[src/rtl/zeroheti_obi_arb.sv]
// N-to-1 round-robin OBI arbiter with an in-order ID FIFO for response routing.
// The request and response paths are combinational, so neither adds latency.
module zeroheti_obi_arb #(
  parameter int unsigned NumMgr    = 2,
  parameter int unsigned MaxTrans  = 2,
  parameter int unsigned AddrWidth = 32,
  parameter int unsigned DataWidth = 32
) (
  input  logic                            clk_i,
  input  logic                            rst_i,
  input  logic [NumMgr-1:0]               mgr_req_i,
  output logic [NumMgr-1:0]               mgr_gnt_o,
  input  logic [NumMgr*AddrWidth-1:0]     mgr_addr_i,
  input  logic [NumMgr-1:0]               mgr_we_i,
  input  logic [NumMgr*DataWidth/8-1:0]   mgr_be_i,
  input  logic [NumMgr*DataWidth-1:0]     mgr_wdata_i,
  output logic [NumMgr-1:0]               mgr_rvalid_o,
  output logic [DataWidth-1:0]            mgr_rdata_o,
  output logic                            mgr_err_o,
  output logic                            sbr_req_o,
  input  logic                            sbr_gnt_i,
  output logic [AddrWidth-1:0]            sbr_addr_o,
  output logic                            sbr_we_o,
  output logic [DataWidth/8-1:0]          sbr_be_o,
  output logic [DataWidth-1:0]            sbr_wdata_o,
  input  logic                            sbr_rvalid_i,
  input  logic [DataWidth-1:0]            sbr_rdata_i,
  input  logic                            sbr_err_i,
  output logic                            unexp_rsp_o
);

  localparam int unsigned IdxW = (NumMgr > 1) ? $clog2(NumMgr) : 1;
  localparam int unsigned PtrW = (MaxTrans > 1) ? $clog2(MaxTrans) : 1;
  localparam int unsigned CntW = $clog2(MaxTrans + 1);
  localparam int unsigned BeW  = DataWidth / 8;

  typedef enum logic {ARB, HOLD} state_e;

  state_e          state_q;
  logic [IdxW-1:0] rr_q, lock_q, winner, sel, cand;
  logic            found, not_full, push, pop;
  logic [CntW-1:0] count_q;
  logic [PtrW-1:0] wr_q, rd_q;
  logic [IdxW-1:0] fifo_q [MaxTrans];
  logic            unexp_q;

  function automatic logic [PtrW-1:0] ptr_inc(input logic [PtrW-1:0] p);
    return (p == PtrW'(MaxTrans - 1)) ? '0 : p + 1'b1;
  endfunction

  assign not_full = (count_q < CntW'(MaxTrans));

  // Round-robin search: first requester at or after the pointer, wrapping upward.
  always_comb begin
    found  = 1'b0;
    winner = '0;
    cand   = '0;
    for (int unsigned i = 0; i < NumMgr; i++) begin
      cand = IdxW'((32'(rr_q) + i) % NumMgr);
      if (!found && mgr_req_i[cand]) begin
        found  = 1'b1;
        winner = cand;
      end
    end
  end

  // Selection, grant fan-out and response routing; HOLD pins the locked manager.
  always_comb begin
    sel          = (state_q == HOLD) ? lock_q : winner;
    sbr_req_o    = 1'b0;
    mgr_gnt_o    = '0;
    mgr_rvalid_o = '0;
    if (!rst_i) sbr_req_o = (state_q == HOLD) || (found && not_full);
    if (sbr_req_o) mgr_gnt_o[sel] = sbr_gnt_i;
    push = sbr_req_o & sbr_gnt_i;
    pop  = !rst_i && sbr_rvalid_i && (count_q != '0);
    if (pop) mgr_rvalid_o[fifo_q[rd_q]] = 1'b1;
  end

  assign sbr_addr_o  = mgr_addr_i[sel*AddrWidth +: AddrWidth];
  assign sbr_we_o    = mgr_we_i[sel];
  assign sbr_be_o    = mgr_be_i[sel*BeW +: BeW];
  assign sbr_wdata_o = mgr_wdata_i[sel*DataWidth +: DataWidth];
  assign mgr_rdata_o = sbr_rdata_i;
  assign mgr_err_o   = sbr_err_i;
  assign unexp_rsp_o = unexp_q;

  // Arbitration FSM: lock selection while the subordinate withholds grant, advance RR on grant.
  always_ff @(posedge clk_i) begin
    if (rst_i) begin
      state_q <= ARB;
      rr_q    <= '0;
      lock_q  <= '0;
    end else begin
      case (state_q)
        ARB: if (sbr_req_o && !sbr_gnt_i) begin
          state_q <= HOLD;
          lock_q  <= winner;
        end
        HOLD: if (sbr_gnt_i) state_q <= ARB;
        default: state_q <= ARB;
      endcase
      if (push) rr_q <= (sel == IdxW'(NumMgr - 1)) ? '0 : sel + 1'b1;
    end
  end

  // Outstanding-transaction bookkeeping and sticky unexpected-response flag.
  always_ff @(posedge clk_i) begin
    if (rst_i) begin
      wr_q    <= '0;
      rd_q    <= '0;
      count_q <= '0;
      unexp_q <= 1'b0;
    end else begin
      if (push) wr_q <= ptr_inc(wr_q);
      if (pop)  rd_q <= ptr_inc(rd_q);
      count_q <= count_q + CntW'(push) - CntW'(pop);
      if (sbr_rvalid_i && (count_q == '0)) unexp_q <= 1'b1;
    end
  end

  // ID storage: records which manager owns each granted transaction.
  always_ff @(posedge clk_i) begin
    if (push) fifo_q[wr_q] <= sel;
  end

`ifndef SYNTHESIS
  hold_stable_a: assert property (@(posedge clk_i) disable iff (rst_i)
    (state_q == HOLD) |-> $stable({sbr_addr_o, sbr_we_o, sbr_be_o, sbr_wdata_o}));
  no_push_full_a: assert property (@(posedge clk_i) disable iff (rst_i)
    push |-> not_full);
`endif

endmodule

[config.mk]
export PLATFORM = sky130hd
export DESIGN_NAME = zeroheti_obi_arb
export DESIGN_NICKNAME = d
export VERILOG_FILES = /design/src/rtl/zeroheti_obi_arb.sv
export SDC_FILE = /design/constraint.sdc
export NUM_CORES = 1
export LEC_CHECK = 0
export BUFFER_PORTS_ARGS = -buffer_cell sky130_fd_sc_hd__buf_4
export CAP_MARGIN = 20
export CORE_AREA = 2 2 110 112
export CTS_CLUSTER_SIZE = 25
export DETAILED_ROUTE_END_ITERATION = 12
export DIE_AREA = 0 0 112 114
export HOLD_SLACK_MARGIN = 0.15
export PLACE_DENSITY = 0.54
export SLEW_MARGIN = 20
export SYNTH_ARGS = -nofsm -noshare
export SYNTH_HDL_FRONTEND = slang
export SYNTH_SLANG_ARGS = --single-unit
[constraint.sdc]
create_clock -name clk_i -period 2.7 [get_ports clk_i]
set_input_delay 0.81 -clock clk_i [delete_from_list [all_inputs] [get_ports clk_i]]
set_output_delay 0.81 -clock clk_i [all_outputs]
set_load 0.01 [all_outputs]
==> flow_summary_export.csv, run 1 <==
group,metric,value,unit
outcome,status,"finished, violations left",
outcome,violations,"setup timing",
worst_setup_path,ff2ff_path_depth,4,
timing,setup_ws,-0.0851,ns
drt,wl,8810,um
yosys,synth_cell_types,29,
clock_tree,cts_buffer_depth,2,
die,die_area,12800,um^2
drt,vias,2080,
placed_design,dp_cells,498,
worst_setup_path,end_kind,"primary output",
drt,vias_per_cell,4.03,
drt,met2WireLength,4390,um
timing,worstMarginPinSlew,0.512,ns
die,core,11700,um^2
yosys,synthArstFlopShare,0,%
yosys,synth_area_leaders,"mux2_4 (53%), buf_4 (13%), dfxtp_1 (9.6%)",
grt,grt_pass1_wl,10200,um
worst_setup_path,cp_max_fo,5,
yosys,ys_warn_count,0,
yosys,synth.most_common_cell,"mux2_4",
grt,antenna_found_initial,0,
final_layout,n_fill_cell,1207,
grt,overflow,0,
drt,ant_nets,0,
placed_design,io_buffers,218,
drt,drc,0,
timing,drv_slew,0,
clock_tree,insertion_delay,0.24,ns
hold_path,hold_depth,2,
worst_setup_path,r2r_slack,1.10,ns
die,die-width,112,um
worst_setup_path,r2r_start,"state_q",
placed_design,placed_area,3440,um^2
drt,drt-pass1-iter-count,4,
worst_setup_path,crit_top_cell,"buf_6",
drt,avgRoutedWirePerCell,17.1,um
die,ios,285,
clock_tree,cts_tree,"yes",
final_layout,final_area,4040,um^2
yosys,seq_area_frac_synth,12.8,%
worst_setup_path,path_cells,"buf_6 -> nor2b_4 -> a22o_4 -> clkbuf_16 -> mux2_4 -> buf_6",
hold_path,hold_path.class,"flop to flop",
die,rows,40,
hold_path,hp-start,"unexp_rsp_o",
yosys,synth_ff_type,"dfxtp_1",
yosys,ys_seq_elements,11,
timing,min_period,2.79,ns
final_layout,syn_to_final_growth,115,%
worst_setup_path,r2r-end,"fifo_q[0]",
final_layout,fin_nets,548,
yosys,syn_nets,347,
die,initial_core_util,16.1,%
worst_setup_path,cp_slowest_cell,"a22o_4",
timing,grt_setup_unrepaired,"yes",
flow_run,drv_cap,0,
yosys,synth_area,1880,um^2
final_layout,fin_cells,516,
die,die_h,114,um
timing,finalSetupViolCount,69,
clock_tree,htree_levels,1,
grt,grt_pass1_vias,1943,
timing,relSlewSlack,65.8,%
timing,finalCritPeriodShare,103,%
hold_path,min_to,"unexp_rsp_o",
grt,grt_max_degree,38,
yosys,synth_area_leader_cell,"mux2_4",
drt,drt_iter0_drc,50,
placed_design,place_ws,-0.145,ns
power_and_ir_drop,p_leak,2.08,nW
yosys,syn_avg_cell_area,11.1,um^2
worst_setup_path,critPathArrivalTime,1.98,ns
drt,wl_met1,3540,um
timing,hold_violations,0,
final_layout,utilization,34.5,%
yosys,synth_common_cells,"mux2_4 (66), buf_4 (33), nor2_1 (10)",
placed_design,place.gp.congestion,0.732,
yosys,synth.top_cell.area_share,52.6,%
worst_setup_path,max_stage_delay,0.31,ns
drt,top_layer_used,"met4",
final_layout,drive_gt1_share,85.4,%
power_and_ir_drop,powerDensity,355,nW/um^2
clock_tree,cts.sinks,11,
worst_setup_path,critPathBufInv,3,
clock_tree,cts_buffers,3,
worst_setup_path,cp_data_required_time,1.89,ns
timing,fin_worst_skew,0.000811,ns
clock_tree,cts-root-buf,"clkbuf_16",
worst_setup_path,worstSetupPathType,"input port to primary output",
final_layout,num_antenna_cells,0,
placed_design,dpl.hpwl,6010,um
worst_setup_path,path_delay_family,"buffers and inverters",
clock_tree,cts_hold_buffers,0,
yosys,synth_edf_count,2,
drt,route.met3.wl,846,um
clock_tree,clk_pin_slew,0.04,ns
timing,fmax,359,MHz
grt,grt_usage,9.75,%
worst_setup_path,critPathLaunchType,"input port",
power_and_ir_drop,vdd.ir_drop.worst,0.353,mV
yosys,synthCells,169,
layer usage:
| metal | vias up | track usage [%] |
|---|---|---|
| met5 | - | 0 |
| met4 | 0 | 1.95 |
| met3 | 4 | 3.72 |
| met2 | 145 | 15.0 |
| met1 | 958 | 13.1 |
| li1 | 973 | - |
cells in the final DEF, fill, tap and decap left out:
master	synthesis	layout
o311ai_0	2	2
clkbuf_16	0	8
dfxtp_1	9	9
nand3_1	1	1
inv_1	5	5
nor2_1	10	10
nand2_1	1	1
buf_16	0	2
buf_8	0	1
mux2i_1	1	1
nor4_1	1	1
and2_1	1	1
buf_12	0	1
buf_6	8	68
buf_4	33	159
xor2_1	2	2
edfxtp_1	2	2
a22o_4	0	3
o21a_1	1	1
clkbuf_1	1	1
nand2b_2	0	1
a21oi_1	2	2
ha_1	1	1
o41ai_1	1	1
o21ba_2	1	1
nor2b_4	0	1
mux2_4	66	69
o21ai_0	4	4
a21bo_2	1	1
nor2b_1	5	4
and3_1	1	1
o211ai_1	1	1
nor3_1	3	3
kinds of logic after synthesis:
family	after synthesis	share of synthesized area, %
muxes	70	55.0
buffers and inverters	47	19.1
and+or+nand+nor	24	6.25
AOI/OAI and AO/OA	14	5.32
DFF	11	12.8
xor gates and xnor gates	2	0.930
adders and majority gates	1	0.664
sequential cells by signal, indices dropped and copies added (netlist names), named ones only:
register	count
count_q	2
wr_q	1
unexp_rsp_o	1
rd_q	1
lock_q	1
rr_q	1
fifo_q	2
state_q	1
how the worst max path moves through the flow:
stage,slack [ns],from,cells past startpoint,to
finish,-0.09,mgr_req_i[1],6,sbr_wdata_o[26]
global route,-0.12,mgr_req_i[1],6,sbr_wdata_o[26]
CTS,-0.15,mgr_req_i[1],6,sbr_addr_o[23]
detailed placement,-0.14,mgr_req_i[1],6,sbr_addr_o[23]
global placement,-0.14,mgr_req_i[1],6,sbr_wdata_o[7]
floorplan,0.17,mgr_req_i[1],5,sbr_addr_o[0]
worst register-to-register path: cells and delay by family (launching register included):
family / cells / cell delay (ns)
and+or+nand+nor: 1 / 0.12
DFF: 1 / 0.63
buffers and inverters: 2 / 0.31
AOI/OAI and AO/OA: 1 / 0.29
where the power goes:
| part | internal [mW] | switching (mW) | leakage [nW] |
|---|---|---|---|
| sequential | 0.191 | 0.0211 | 0.0928 |
| combinational | 0.620 | 0.335 | 1.95 |
| clock | 0.198 | 0.0700 | 0.0382 |
metrics by stage:
step                      TNS [ns]  hold slack, ns  total power [mW]
after floorplan                  0           0.465             0.658
after global placement       -7.36           0.461             0.980
after detailed placement     -8.06           0.460             0.985
after CTS                    -8.62           0.476              1.26
after global routing         -6.24           0.517              1.51
final                        -3.82           0.471              1.43
area by class of cell:
| type | count | area, um^2 | area share [%] |
|---|---|---|---|
| timing repair buffer | 236 | 2170 | 53.8 |
| inverter | 5 | 18.8 | 0.464 |
| tap | 147 | 184 | 4.55 |
| clock buffer | 4 | 78.8 | 1.95 |
| multi-input combinational | 113 | 1350 | 33.3 |
| sequential | 11 | 240 | 5.94 |
what timing repair did:
action / 4_1_cts / 5_1_grt
setup endpoints to repair: 68 / 70
buffers inserted: 0 / 2
gates cloned: 0 / 12
endpoints found under the hold margin: 0 / 0
resized for setup: 0 / 78
pin swaps: 0 / 1
No activity file was read; power rests on OpenSTA's default activity.
==> run 2: changes to the inputs <==
Settings changed: PLACE_DENSITY 0.54 to 0.47.
==> run 2 against run 1 <==
The run still ends with setup timing left. Sequential cell count unchanged. Combinational power down 4.0%. Global-route usage up 0.66 points. Largest power group unchanged. Largest cell class unchanged.
==> flow_summary_export.csv, run 2 (synthesized netlist as in run 1, its figures left out) <==
group,metric,value,unit
timing,relSlewSlack,70.3,%
timing,grt_setup_unrepaired,"yes",
clock_tree,cts_buffer_depth,2,
power_and_ir_drop,powerDensity,355,nW/um^2
placed_design,place_ws,-0.126,ns
timing,min_period,2.79,ns
outcome,violations,"setup timing",
die,initial_core_util,16.1,%
worst_setup_path,ff2ff_path_depth,6,
power_and_ir_drop,vdd.ir_drop.worst,0.204,mV
worst_setup_path,critPathLaunchType,"input port",
worst_setup_path,crit_start,"mgr_req_i[1]",
drt,avgRoutedWirePerCell,16.4,um
flow_run,drv_cap,0,
worst_setup_path,end_kind,"primary output",
timing,finalCritPeriodShare,103,%
placed_design,io_buffers,218,
die,die-width,112,um
final_layout,utilization,33.7,%
final_layout,final_cell_mix,"buf_4 (164), mux2_4 (68), buf_6 (60), nor2_1 (10), dfxtp_1 (9)",
power_and_ir_drop,switchingPower,0.416,mW
die,die_h,114,um
timing,fmax,359,MHz
placed_design,dpl.hpwl,6370,um
die,rows,40,
grt,grt_usage,10.4,%
final_layout,reg_top3,"count_q (2), fifo_q (2)",
power_and_ir_drop,switching_share,29.7,%
grt,grt_pass1_vias,1803,
final_layout,fin_cells,511,
hold_path,hold_path.class,"flop to flop",
drt,wl,8400,um
worst_setup_path,r2r-end,"count_q[0]",
clock_tree,cts_tree,"yes",
power_and_ir_drop,combinationalPowerShare,65.4,%
grt,antenna_found_initial,0,
worst_setup_path,r2r_start,"count_q[1]",
grt,grt_pass1_wl,10500,um
power_and_ir_drop,p_int,0.986,mW
worst_setup_path,crit_end,"sbr_wdata_o[2]",
power_and_ir_drop,power_frac_seq,15.1,%
die,die_area,12800,um^2
drt,drc,0,
clock_tree,cts_buffers,3,
timing,hold_violations,0,
hold_path,hp-start,"unexp_rsp_o",
clock_tree,cts.sinks,11,
grt,overflow,0,
final_layout,n_fill_cell,1193,
power_and_ir_drop,p_total,1.40,mW
drt,ant_nets,0,
drt,drt_iter0_drc,48,
timing,finalSetupViolCount,69,
power_and_ir_drop,clkPwrFrac,19.5,%
timing,worstMarginPinSlew,0.444,ns
clock_tree,htree_levels,1,
timing,drv_slew,0,
timing,setup_ws,-0.0851,ns
drt,vias_per_cell,3.97,
clock_tree,post_cts_buffers,0,
worst_setup_path,cp_max_fo,14,
final_layout,drive_gt1_share,85.4,%
final_layout,num_antenna_cells,0,
final_layout,layout_commonest_cell,"buf_4",
clock_tree,clk_pin_slew,0.04,ns
worst_setup_path,cp_data_required_time,1.89,ns
drt,drt-pass1-iter-count,4,
final_layout,fin_nets,543,
worst_setup_path,r2r_slack,1.03,ns
placed_design,dp_cells,500,
worst_setup_path,critPathArrivalTime,1.98,ns
final_layout,syn_to_final_growth,110,%
grt,grt_max_degree,38,
power_and_ir_drop,p_leak,2.03,nW
timing,fin_worst_skew,0.00448,ns
clock_tree,insertion_delay,0.24,ns
die,ios,285,
clock_tree,cts-root-buf,"clkbuf_16",
placed_design,place.gp.congestion,0.729,
die,core,11700,um^2
drt,vias,2027,
outcome,status,"finished, violations left",
worst_setup_path,worstSetupPathType,"input port to primary output",
clock_tree,cts_hold_buffers,0,
-- run 2: changes by cell type in the layout (fill, tap and decap cells not counted), sizes merged --
cell    previous run  this run
a22o               3         2
buf              231       228
clkbuf             9         8
-- run 2: worst max-delay path: stages --
cell and delay, ns:
buf_6 0.09, nor2b_4 0.13, a22o_4 0.31, buf_16 0.18, mux2_4 0.31, buf_6 0.13
-- run 2: worst min-delay path by stage --
stage                              to  slack (ns)  cells past startpoint
after floorplan                  wr_q        0.47                      1
after global placement    unexp_rsp_o        0.46                      2
after detailed placement  unexp_rsp_o        0.46                      2
after CTS                 unexp_rsp_o        0.48                      2
after global routing             wr_q        0.53                      1
final                     unexp_rsp_o        0.47                      2
-- run 2: what timing repair did --
action | CTS | global route
cloned | 0 | 7
endpoints found under the setup margin | 69 | 66
pin swaps | 0 | 2
hold endpoints to repair | 0 | 0
gates resized for setup | 5 | 67
-- run 2: area by class of cell --
cell class / count / area (um^2) / area share, %
repair buffers: 232 / 2090 / 53.0
clock buffers: 4 / 78.8 / 2.00
well taps: 147 / 184 / 4.66
inverters: 5 / 18.8 / 0.475
flip-flops and latches: 11 / 240 / 6.09
multi-input cells: 112 / 1330 / 33.8
-- run 2: power groups by stage --
stage               logic, mW  clock network, mW  registers, mW
global route            0.971              0.291          0.216
CTS                     0.786              0.281          0.210
global placement        0.773                  0          0.211
floorplan               0.451                  0          0.207
finish                  0.916              0.274          0.212
detailed placement      0.778                  0          0.212
-- run 2: per-stage QoR --
stage	instance area, um^2	hold WS, ns	setup TNS, ns
global placement	3460	0.460	-6.52
detailed placement	3460	0.464	-6.56
floorplan	1880	0.465	0
finish	3950	0.469	-4.50
CTS	3550	0.476	-4.87
global route	3950	0.535	-6.26
-- run 2: metal layers --
| metal | vias up | part of all wire (%) | global-route usage [%] |
|---|---|---|---|
| met4 | 0 | 0.63 | 2.20 |
| li1 | 964 | - | - |
| met3 | 5 | 10 | 4.52 |
| met5 | - | 0 | 0 |
| met1 | 923 | 43 | 14.4 |
| met2 | 135 | 47 | 15.1 |
